`src/rtl/instruction_fetch_unit_if.sv`:
```
// Instruction memory read channel: valid/ready request plus separate response.
interface instruction_fetch_unit_if;
  logic        imem_req;
  logic [31:0] imem_addr;
  logic        imem_ready;
  logic        imem_rvalid;
  logic [31:0] imem_rdata;

  // Fetch unit side issues requests and consumes responses.
  modport master (
    output imem_req,
    output imem_addr,
    input  imem_ready,
    input  imem_rvalid,
    input  imem_rdata
  );

  // Memory / bus bridge side.
  modport slave (
    input  imem_req,
    input  imem_addr,
    output imem_ready,
    output imem_rvalid,
    output imem_rdata
  );
endinterface

```
`src/rtl/instruction_fetch_unit.sv`:
```
// Instruction fetch unit: one memory read per fetch request, with local
// misalignment trap, bounded stall timeout and drain of orphaned responses.
module instruction_fetch_unit #(
  parameter int unsigned TIMEOUT   = 16,
  parameter logic [31:0] NOP_INSTR = 32'h0000_0013
) (
  input  logic                    clk,
  input  logic                    reset_n,
  input  logic                    fetch_en,
  input  logic [31:0]             fetch_address,
  output logic                    fetch_done,
  output logic [31:0]             instruction,
  output logic                    fetch_fault,
  output logic                    fetch_busy,
  instruction_fetch_unit_if.master imem
);

  // Counter must hold TIMEOUT itself: an accept on the last REQ cycle moves
  // to WAIT with the count already past TIMEOUT-1.
  localparam int unsigned CNT_W = (TIMEOUT < 2) ? 1 : $clog2(TIMEOUT + 1);

  typedef enum logic [2:0] {
    S_IDLE  = 3'd0,
    S_REQ   = 3'd1,
    S_WAIT  = 3'd2,
    S_DONE  = 3'd3,
    S_DRAIN = 3'd4
  } state_t;

  state_t           state_q;
  state_t           state_d;
  logic [CNT_W-1:0] cnt_q;
  logic [CNT_W-1:0] cnt_d;
  logic             fault_q;
  logic             fault_d;
  logic             drain_q;
  logic             drain_d;
  logic [31:0]      addr_d;
  logic [31:0]      instr_d;
  logic             aligned_c;
  logic             tmo_c;

  assign aligned_c = (fetch_address[1:0] == 2'b00);
  // Timeout fires at or past TIMEOUT-1; zero disables it entirely.
  assign tmo_c     = (TIMEOUT != 0) && (cnt_q >= CNT_W'(TIMEOUT - 1));

  // State register.
  always_ff @(posedge clk) begin
    if (!reset_n) begin
      state_q <= S_IDLE;
    end else begin
      state_q <= state_d;
    end
  end

  // Next-state logic; accept/response take priority over timeout.
  always_comb begin
    state_d = state_q;
    case (state_q)
      S_IDLE: begin
        if (fetch_en) begin
          state_d = aligned_c ? S_REQ : S_DONE;
        end
      end
      S_REQ: begin
        if (imem.imem_ready) begin
          state_d = S_WAIT;
        end else if (tmo_c) begin
          state_d = S_DONE;
        end
      end
      S_WAIT: begin
        if (imem.imem_rvalid || tmo_c) begin
          state_d = S_DONE;
        end
      end
      S_DONE: begin
        state_d = drain_q ? S_DRAIN : S_IDLE;
      end
      S_DRAIN: begin
        if (imem.imem_rvalid) begin
          state_d = S_IDLE;
        end
      end
      default: state_d = S_IDLE;
    endcase
  end

  // Output/datapath logic: next values for address, instruction, flags, counter.
  always_comb begin
    cnt_d   = cnt_q;
    fault_d = fault_q;
    drain_d = drain_q;
    addr_d  = imem.imem_addr;
    instr_d = instruction;
    case (state_q)
      S_IDLE: begin
        if (fetch_en) begin
          if (aligned_c) begin
            addr_d = {fetch_address[31:2], 2'b00};
            cnt_d  = '0;
          end else begin
            instr_d = NOP_INSTR;
            fault_d = 1'b1;
            drain_d = 1'b0;
          end
        end
      end
      S_REQ: begin
        cnt_d = cnt_q + CNT_W'(1);
        if (!imem.imem_ready && tmo_c) begin
          instr_d = NOP_INSTR;
          fault_d = 1'b1;
          drain_d = 1'b0;
        end
      end
      S_WAIT: begin
        cnt_d = cnt_q + CNT_W'(1);
        if (imem.imem_rvalid) begin
          instr_d = imem.imem_rdata;
          fault_d = 1'b0;
          drain_d = 1'b0;
        end else if (tmo_c) begin
          instr_d = NOP_INSTR;
          fault_d = 1'b1;
          drain_d = 1'b1;
        end
      end
      S_DRAIN: begin
        if (imem.imem_rvalid) begin
          drain_d = 1'b0;
        end
      end
      default: ;
    endcase
  end

  // Registered outputs and datapath state, decoded from the next state.
  always_ff @(posedge clk) begin
    if (!reset_n) begin
      cnt_q          <= '0;
      fault_q        <= 1'b0;
      drain_q        <= 1'b0;
      imem.imem_addr <= '0;
      imem.imem_req  <= 1'b0;
      instruction    <= '0;
      fetch_done     <= 1'b0;
      fetch_fault    <= 1'b0;
      fetch_busy     <= 1'b0;
    end else begin
      cnt_q          <= cnt_d;
      fault_q        <= fault_d;
      drain_q        <= drain_d;
      imem.imem_addr <= addr_d;
      imem.imem_req  <= (state_d == S_REQ);
      instruction    <= instr_d;
      fetch_done     <= (state_d == S_DONE);
      fetch_fault    <= (state_d == S_DONE) && fault_d;
      fetch_busy     <= (state_d != S_IDLE);
    end
  end

endmodule
```
`src/flat_wrapper.sv`:
```
// flat-port wrapper written by rule: the top's interface ports become plain ports
module instruction_fetch_unit_flat 
#(
  parameter int unsigned TIMEOUT   = 16,
  parameter logic [31:0] NOP_INSTR = 32'h0000_0013
)
  (clk, reset_n, fetch_en, fetch_address, fetch_done, instruction, fetch_fault, fetch_busy, imem_imem_req, imem_imem_addr, imem_imem_ready, imem_imem_rvalid, imem_imem_rdata);
  instruction_fetch_unit_if imem_i ();
  input  logic clk;
  input  logic reset_n;
  input  logic fetch_en;
  input  logic [31:0] fetch_address;
  output logic fetch_done;
  output logic [31:0] instruction;
  output logic fetch_fault;
  output logic fetch_busy;
  output wire logic [$bits(imem_i.imem_req)-1:0] imem_imem_req;
  output wire logic [$bits(imem_i.imem_addr)-1:0] imem_imem_addr;
  input wire logic [$bits(imem_i.imem_ready)-1:0] imem_imem_ready;
  input wire logic [$bits(imem_i.imem_rvalid)-1:0] imem_imem_rvalid;
  input wire logic [$bits(imem_i.imem_rdata)-1:0] imem_imem_rdata;
  assign imem_imem_req = imem_i.imem_req;
  assign imem_imem_addr = imem_i.imem_addr;
  assign imem_i.imem_ready = imem_imem_ready;
  assign imem_i.imem_rvalid = imem_imem_rvalid;
  assign imem_i.imem_rdata = imem_imem_rdata;
  instruction_fetch_unit #(.TIMEOUT(TIMEOUT), .NOP_INSTR(NOP_INSTR)) u_core (.clk(clk), .reset_n(reset_n), .fetch_en(fetch_en), .fetch_address(fetch_address), .fetch_done(fetch_done), .instruction(instruction), .fetch_fault(fetch_fault), .fetch_busy(fetch_busy), .imem(imem_i));
endmodule
```
`config.mk`:
```
export PLATFORM = sky130hd
export DESIGN_NAME = instruction_fetch_unit_flat
export DESIGN_NICKNAME = d
export VERILOG_FILES = /design/src/rtl/instruction_fetch_unit_if.sv /design/src/rtl/instruction_fetch_unit.sv /design/src/flat_wrapper.sv
export SDC_FILE = /design/constraint.sdc
export NUM_CORES = 1
export LEC_CHECK = 0
export BUFFER_PORTS_ARGS = -buffer_cell sky130_fd_sc_hd__buf_4
export CAP_MARGIN = 5
export CORE_ASPECT_RATIO = 2
export CORE_MARGIN = 5
export CORE_UTILIZATION = 52
export CTS_BUF_LIST = sky130_fd_sc_hd__clkbuf_16
export DETAILED_ROUTE_END_ITERATION = 10
export PLACE_DENSITY = 0.94
export SKIP_LAST_GASP = 1
export SLEW_MARGIN = 30
export SYNTH_ARGS = -nofsm -noshare
export SYNTH_HDL_FRONTEND = slang
export SYNTH_SLANG_ARGS = --single-unit
```
`constraint.sdc`:
```
create_clock -name clk -period 4.2 [get_ports clk]
set_input_delay 0.63 -clock clk [delete_from_list [all_inputs] [get_ports clk]]
set_output_delay 0.63 -clock clk [all_outputs]
set_load 0.02 [all_outputs]
```
* Word level (Yosys, flattened, before mapping) *
Cells that the tools add are included.

cells by class
  $add $sub $neg = 1
  $lt $le $gt $ge = 1
  equality and inequality tests = 12
  multiplexer cells = 30
  reduce and logical (&&, ||, !) cells = 15

operators by type and width
  operator               count
  $mux W32               5
  $pmux W32 S3           1
  $mux W3                6
  $pmux W3 S5            1
  $mux W1                11
  $mux W5                2
  $pmux W5 S2            1
  $eq A3 B2 Y1 const B   3
  $eq A3 B1 Y1 const B   2
  $ne A2 B2 Y1 const B   3
  $reduce_and A3 Y1      2
  $reduce_and A6 Y1      1
  $reduce_bool A3 Y1     2
  $add A5 B1 Y5 const B  1
  $ge A5 B4 Y1 const B   1
  $reduce_and A5 Y1      1
  $ne A2 B1 Y1 const B   2
  $pmux W1 S4            1
  $reduce_bool A4 Y1     1
  $eq A3 B3 Y1 const B   1
  $logic_not A3 Y1       1
  $ne A3 B2 Y1 const B   1
  $pmux W1 S3            1
  $logic_and A1 B1 Y1    2
  6 further kinds        6

word-level totals
  bits in registers = 76
  bits of input ports = 69
  output and inout port bits = 68
  word-level logic and storage cells = 69

* Depth between registers and ports, before layout *
  depth after elaboration = 6
  gate-level depth with buffers = 9

* Worst setup path after synthesis *
No wires, ideal clock.

  path kind = register -> register
  from = register u_core.cnt_q[0]
  to = register u_core.instruction[21]
  arrival = 1.756 ns
  path slack = 2.322 ns
  cell stages (with the launch flop) = 10
  buffers on the path = 2
  period minus slack after synthesis = 1.878 ns
  path through = dfxtp_1 -> ha_1 -> and3_1 -> ha_1 -> nor2_1 -> o221a_2 -> buf_4 -> buf_6 -> nor3_2 -> a21oi_1

on the way
  cells in the longest elaborated chain, start to end = 4
  elaborated cells between the ends (all ways) = 5
  classes of those cells = order compare: 1; eq/ne: 2; reduce/logical: 2

RTL lines
  what                                    line                           RTL
  start, declared                         instruction_fetch_unit.sv:32   logic [CNT_W-1:0] cnt_q;
  start signal, assigned                  instruction_fetch_unit.sv:151  cnt_q <= cnt_d;
  $ge A5 B4 Y1 (*)                        instruction_fetch_unit.sv:45   assign tmo_c = (TIMEOUT != 0) && (cnt_q >= CNT_W'(TIMEOUT - 1));
  $logic_and A1 B1 Y1                     instruction_fetch_unit.sv:111  if (!imem.imem_ready && tmo_c) begin
  $ne A2 B1 Y1 (no source line)           -
  $reduce_and A5 Y1 (no source line) (*)  -
  end signal, assigned                    instruction_fetch_unit.sv:156  instruction <= instr_d;
  end, declared                           instruction_fetch_unit.sv:12   output logic [31:0] instruction,

Mark *: on every way between the ends. The rest lies on a longest branch, timed or not.
A chain may end at the register's enable or synchronous reset.

* Worst setup path after layout *
  from = register u_core.cnt_q[0]
  to = register u_core.instruction[1]

The elaborated chain is that of the path after synthesis.

==> impl_metrics.tcl <==
set metrics [dict create \
    clk_pin_slew_ns 0.06 \
    finalCritPeriodShare_pct 57.33 \
    cts_setup_buffers 0 \
    num-fill-cells 492 \
    diodes 0 \
    fin_nets 588 \
    slew_headroom_pct 37.58 \
    dr.pass1.iters 4 \
    via_per_inst 5.523 \
    yosysSeqAreaShare_pct 45.66 \
    start_util_pct 53.24 \
    grt_util_all_layers_pct 21.62 \
    ir_drop_mv 0.2719 \
    cts.sinks 76 \
    cts_hold_buf 0 \
    clk_path_buf_depth 2 \
    crit_path_top_delay_cell "o221a_2" \
    antenna_found_initial 0 \
    grt_pass1_vias 3160 \
    cts_tree "built" \
    drive_above_1_share_pct 31.61 \
    place_congestion 0.9691 \
    areaGrowthSynthToFinish_pct 37.18 \
    setup_ws_ns 1.792 \
    yosysWarnings 0 \
    critical_path_required_ns 4.42 \
    grt_pass1_wl_mm 13.72 \
    setup_violations 0 \
    wl_per_cell_um 14.91 \
    place_ws_ns 1.800 \
    h-tree-depth 3 \
    cp.arrival_ns 2.62 \
    wl_mm 9.067 \
    vias 3358 \
    synth_edf_count 0 \
    tightest_slew_ns 0.9340 \
    power_density_nw_per_um2 387.0 \
    crit_path_max_fanout 30 \
    die_w_um 66.60 \
    worst-setup-path-type "flop to flop" \
    drv_slew 0 \
    syn_avg_cell_area_sq_um 8.268 \
    leakage_nw 2.032 \
    max_freq_mhz 415.3 \
    layout_common_cells "buf_4, dfxtp_1, a21oi_1, nand2_1, and3_1" \
    ys_ff_latch 76 \
    io_buffers 134 \
    overflow 0 \
    cp_num_buf_inv 0 \
    setup_tns_ns 0 \
    critical_path.most_common_cell "ha_1" \
    drtAntennaViolNets 0 \
    hold_path_class "flop to flop" \
    first_iter_violations 204 \
    core_area_sq_um 6259 \
    clock_latency_ns 0.33 \
    critPathTopFamily "compound AO/OA/AOI/OAI gates" \
    route.detailed.drc 0 \
    pin_count 137 \
    async_flop_share_pct 0 \
    die_h_um 123.2 \
    skew_ns 0.007843 \
    hpwl_mm 6.651 \
    rows 41 \
    startpoint_type "flop" \
    maxCapViolCount 0 \
    hold_viol 0 \
    synthCells 403 \
    synth_area_sq_um 3332 \
    cp-end-kind "flop" \
    synthFlopType "dfxtp_1" \
    grt_max_degree 69 \
    min_period_ns 2.408 \
    max_stage_delay_ns 0.72 \
    final_common_cell "buf_4" \
    worstPathCellList "ha_1, and3_1, ha_1, nor2_1, o221a_2, a211oi_2, o221a_1" \
    post_cts_resized 0 \
    rsz0062_at_grt "false" \
    ys_types 45 \
    cts_root_buffer "clkbuf_16" \
    outcome "complete, no violations" \
    numCtsBuffers 9 \
    die_area_sq_um 8205 \
]
## flip-flops by register name (all words and copies together), names as in the netlist
name                   cells
u_core.state_q             3
u_core.cnt_q               5
u_core.imem.imem_req       1
u_core.fetch_fault         1
u_core.fetch_done          1
u_core.instruction        32
u_core.drain_q             1
u_core.fetch_busy          1
u_core.fault_q             1
u_core.imem.imem_addr     30
## layer usage
metal,global-route usage [%],up-vias,wire length (um)
li1,-,1646,-
met1,21.94,1541,3173
met2,39.68,148,4931
met3,4.091,23,691
met4,12.47,0,270
met5,0,-,0
## worst min-delay path: cells and delay by family, from the launching register on
| kind | cells | cell delay (ns) |
|---|---|---|
| AND/OR/NAND/NOR | 1 | 0.05 |
| AO/OA/AOI/OAI | 1 | 0.05 |
| flip-flops | 1 | 0.31 |
## worst paths after layout
path | start | endpoint | slack (ns) | depth (start not counted)
setup / recovery | u_core.cnt_q[0] | u_core.instruction[1] | 1.79 | 7
setup reg to reg | u_core.cnt_q[0] | u_core.instruction[1] | 1.79 | 7
hold reg to reg | u_core.imem.imem_addr[12] | u_core.imem.imem_addr[12] | 0.45 | 2
hold / removal | u_core.imem.imem_addr[12] | u_core.imem.imem_addr[12] | 0.45 | 2
## metrics by stage
stage	cell area [sq um]	power, mW	utilization [%]	hold WS (ns)	cells
finish	4571	1.769	73.03	0.4527	608
CTS	4567	1.783	72.97	0.4548	608
detailed placement	4284	1.056	68.45	0.4470	592
global placement	4284	1.047	68.45	0.4423	592
global route	4571	1.844	73.03	0.4719	608
floorplan	3336	0.9556	-	0.4576	404
## cells by family after synthesis
| family | after synthesis | synth area share (%) |
|---|---|---|
| buffers and inverters | 40 | 6.083 |
| flip-flops | 76 | 45.66 |
| adder cells (fa/ha/maj) | 2 | 0.7509 |
| AND/OR/NAND/NOR | 159 | 25.27 |
| other | 1 | 0.1125 |
| multiplexers | 1 | 0.3004 |
| AO/OA/AOI/OAI | 124 | 21.82 |
## layout make-up
type / instances / area [sq um] / area share (%)
multi-input cells: 288 / 1615 / 35.34
flip-flops and latches: 76 / 1521 / 33.29
repair buffers: 136 / 1021 / 22.34
clock buffers: 9 / 225.2 / 4.927
well taps: 86 / 107.6 / 2.354
clock inverters: 7 / 57.56 / 1.259
inverters: 6 / 22.52 / 0.4927
## report_power, final
group          switching, mW  internal (mW)
sequential            0.0236          0.749
clock                  0.276          0.451
combinational          0.147          0.123
total                  0.446           1.32
## synth_stat cells (3+ instances only)
cell type	n	area [sq um]
nor2_1	10	37.54
and2_1	5	31.28
nand2_1	65	244.0
buf_2	12	60.06
o21ai_1	16	80.08
o221a_1	3	33.78
inv_1	5	18.77
nor3_1	22	110.1
buf_6	3	33.78
nand2b_1	5	31.28
and3_1	30	187.7
a21oi_1	66	330.3
buf_4	4	30.03
a211oi_1	3	22.52
clkbuf_1	15	56.30
dfxtp_1	76	1521
nor2b_1	4	25.02
o21ai_0	18	90.09
nor3_2	9	90.09
Power figures use the tool's default switching activity.
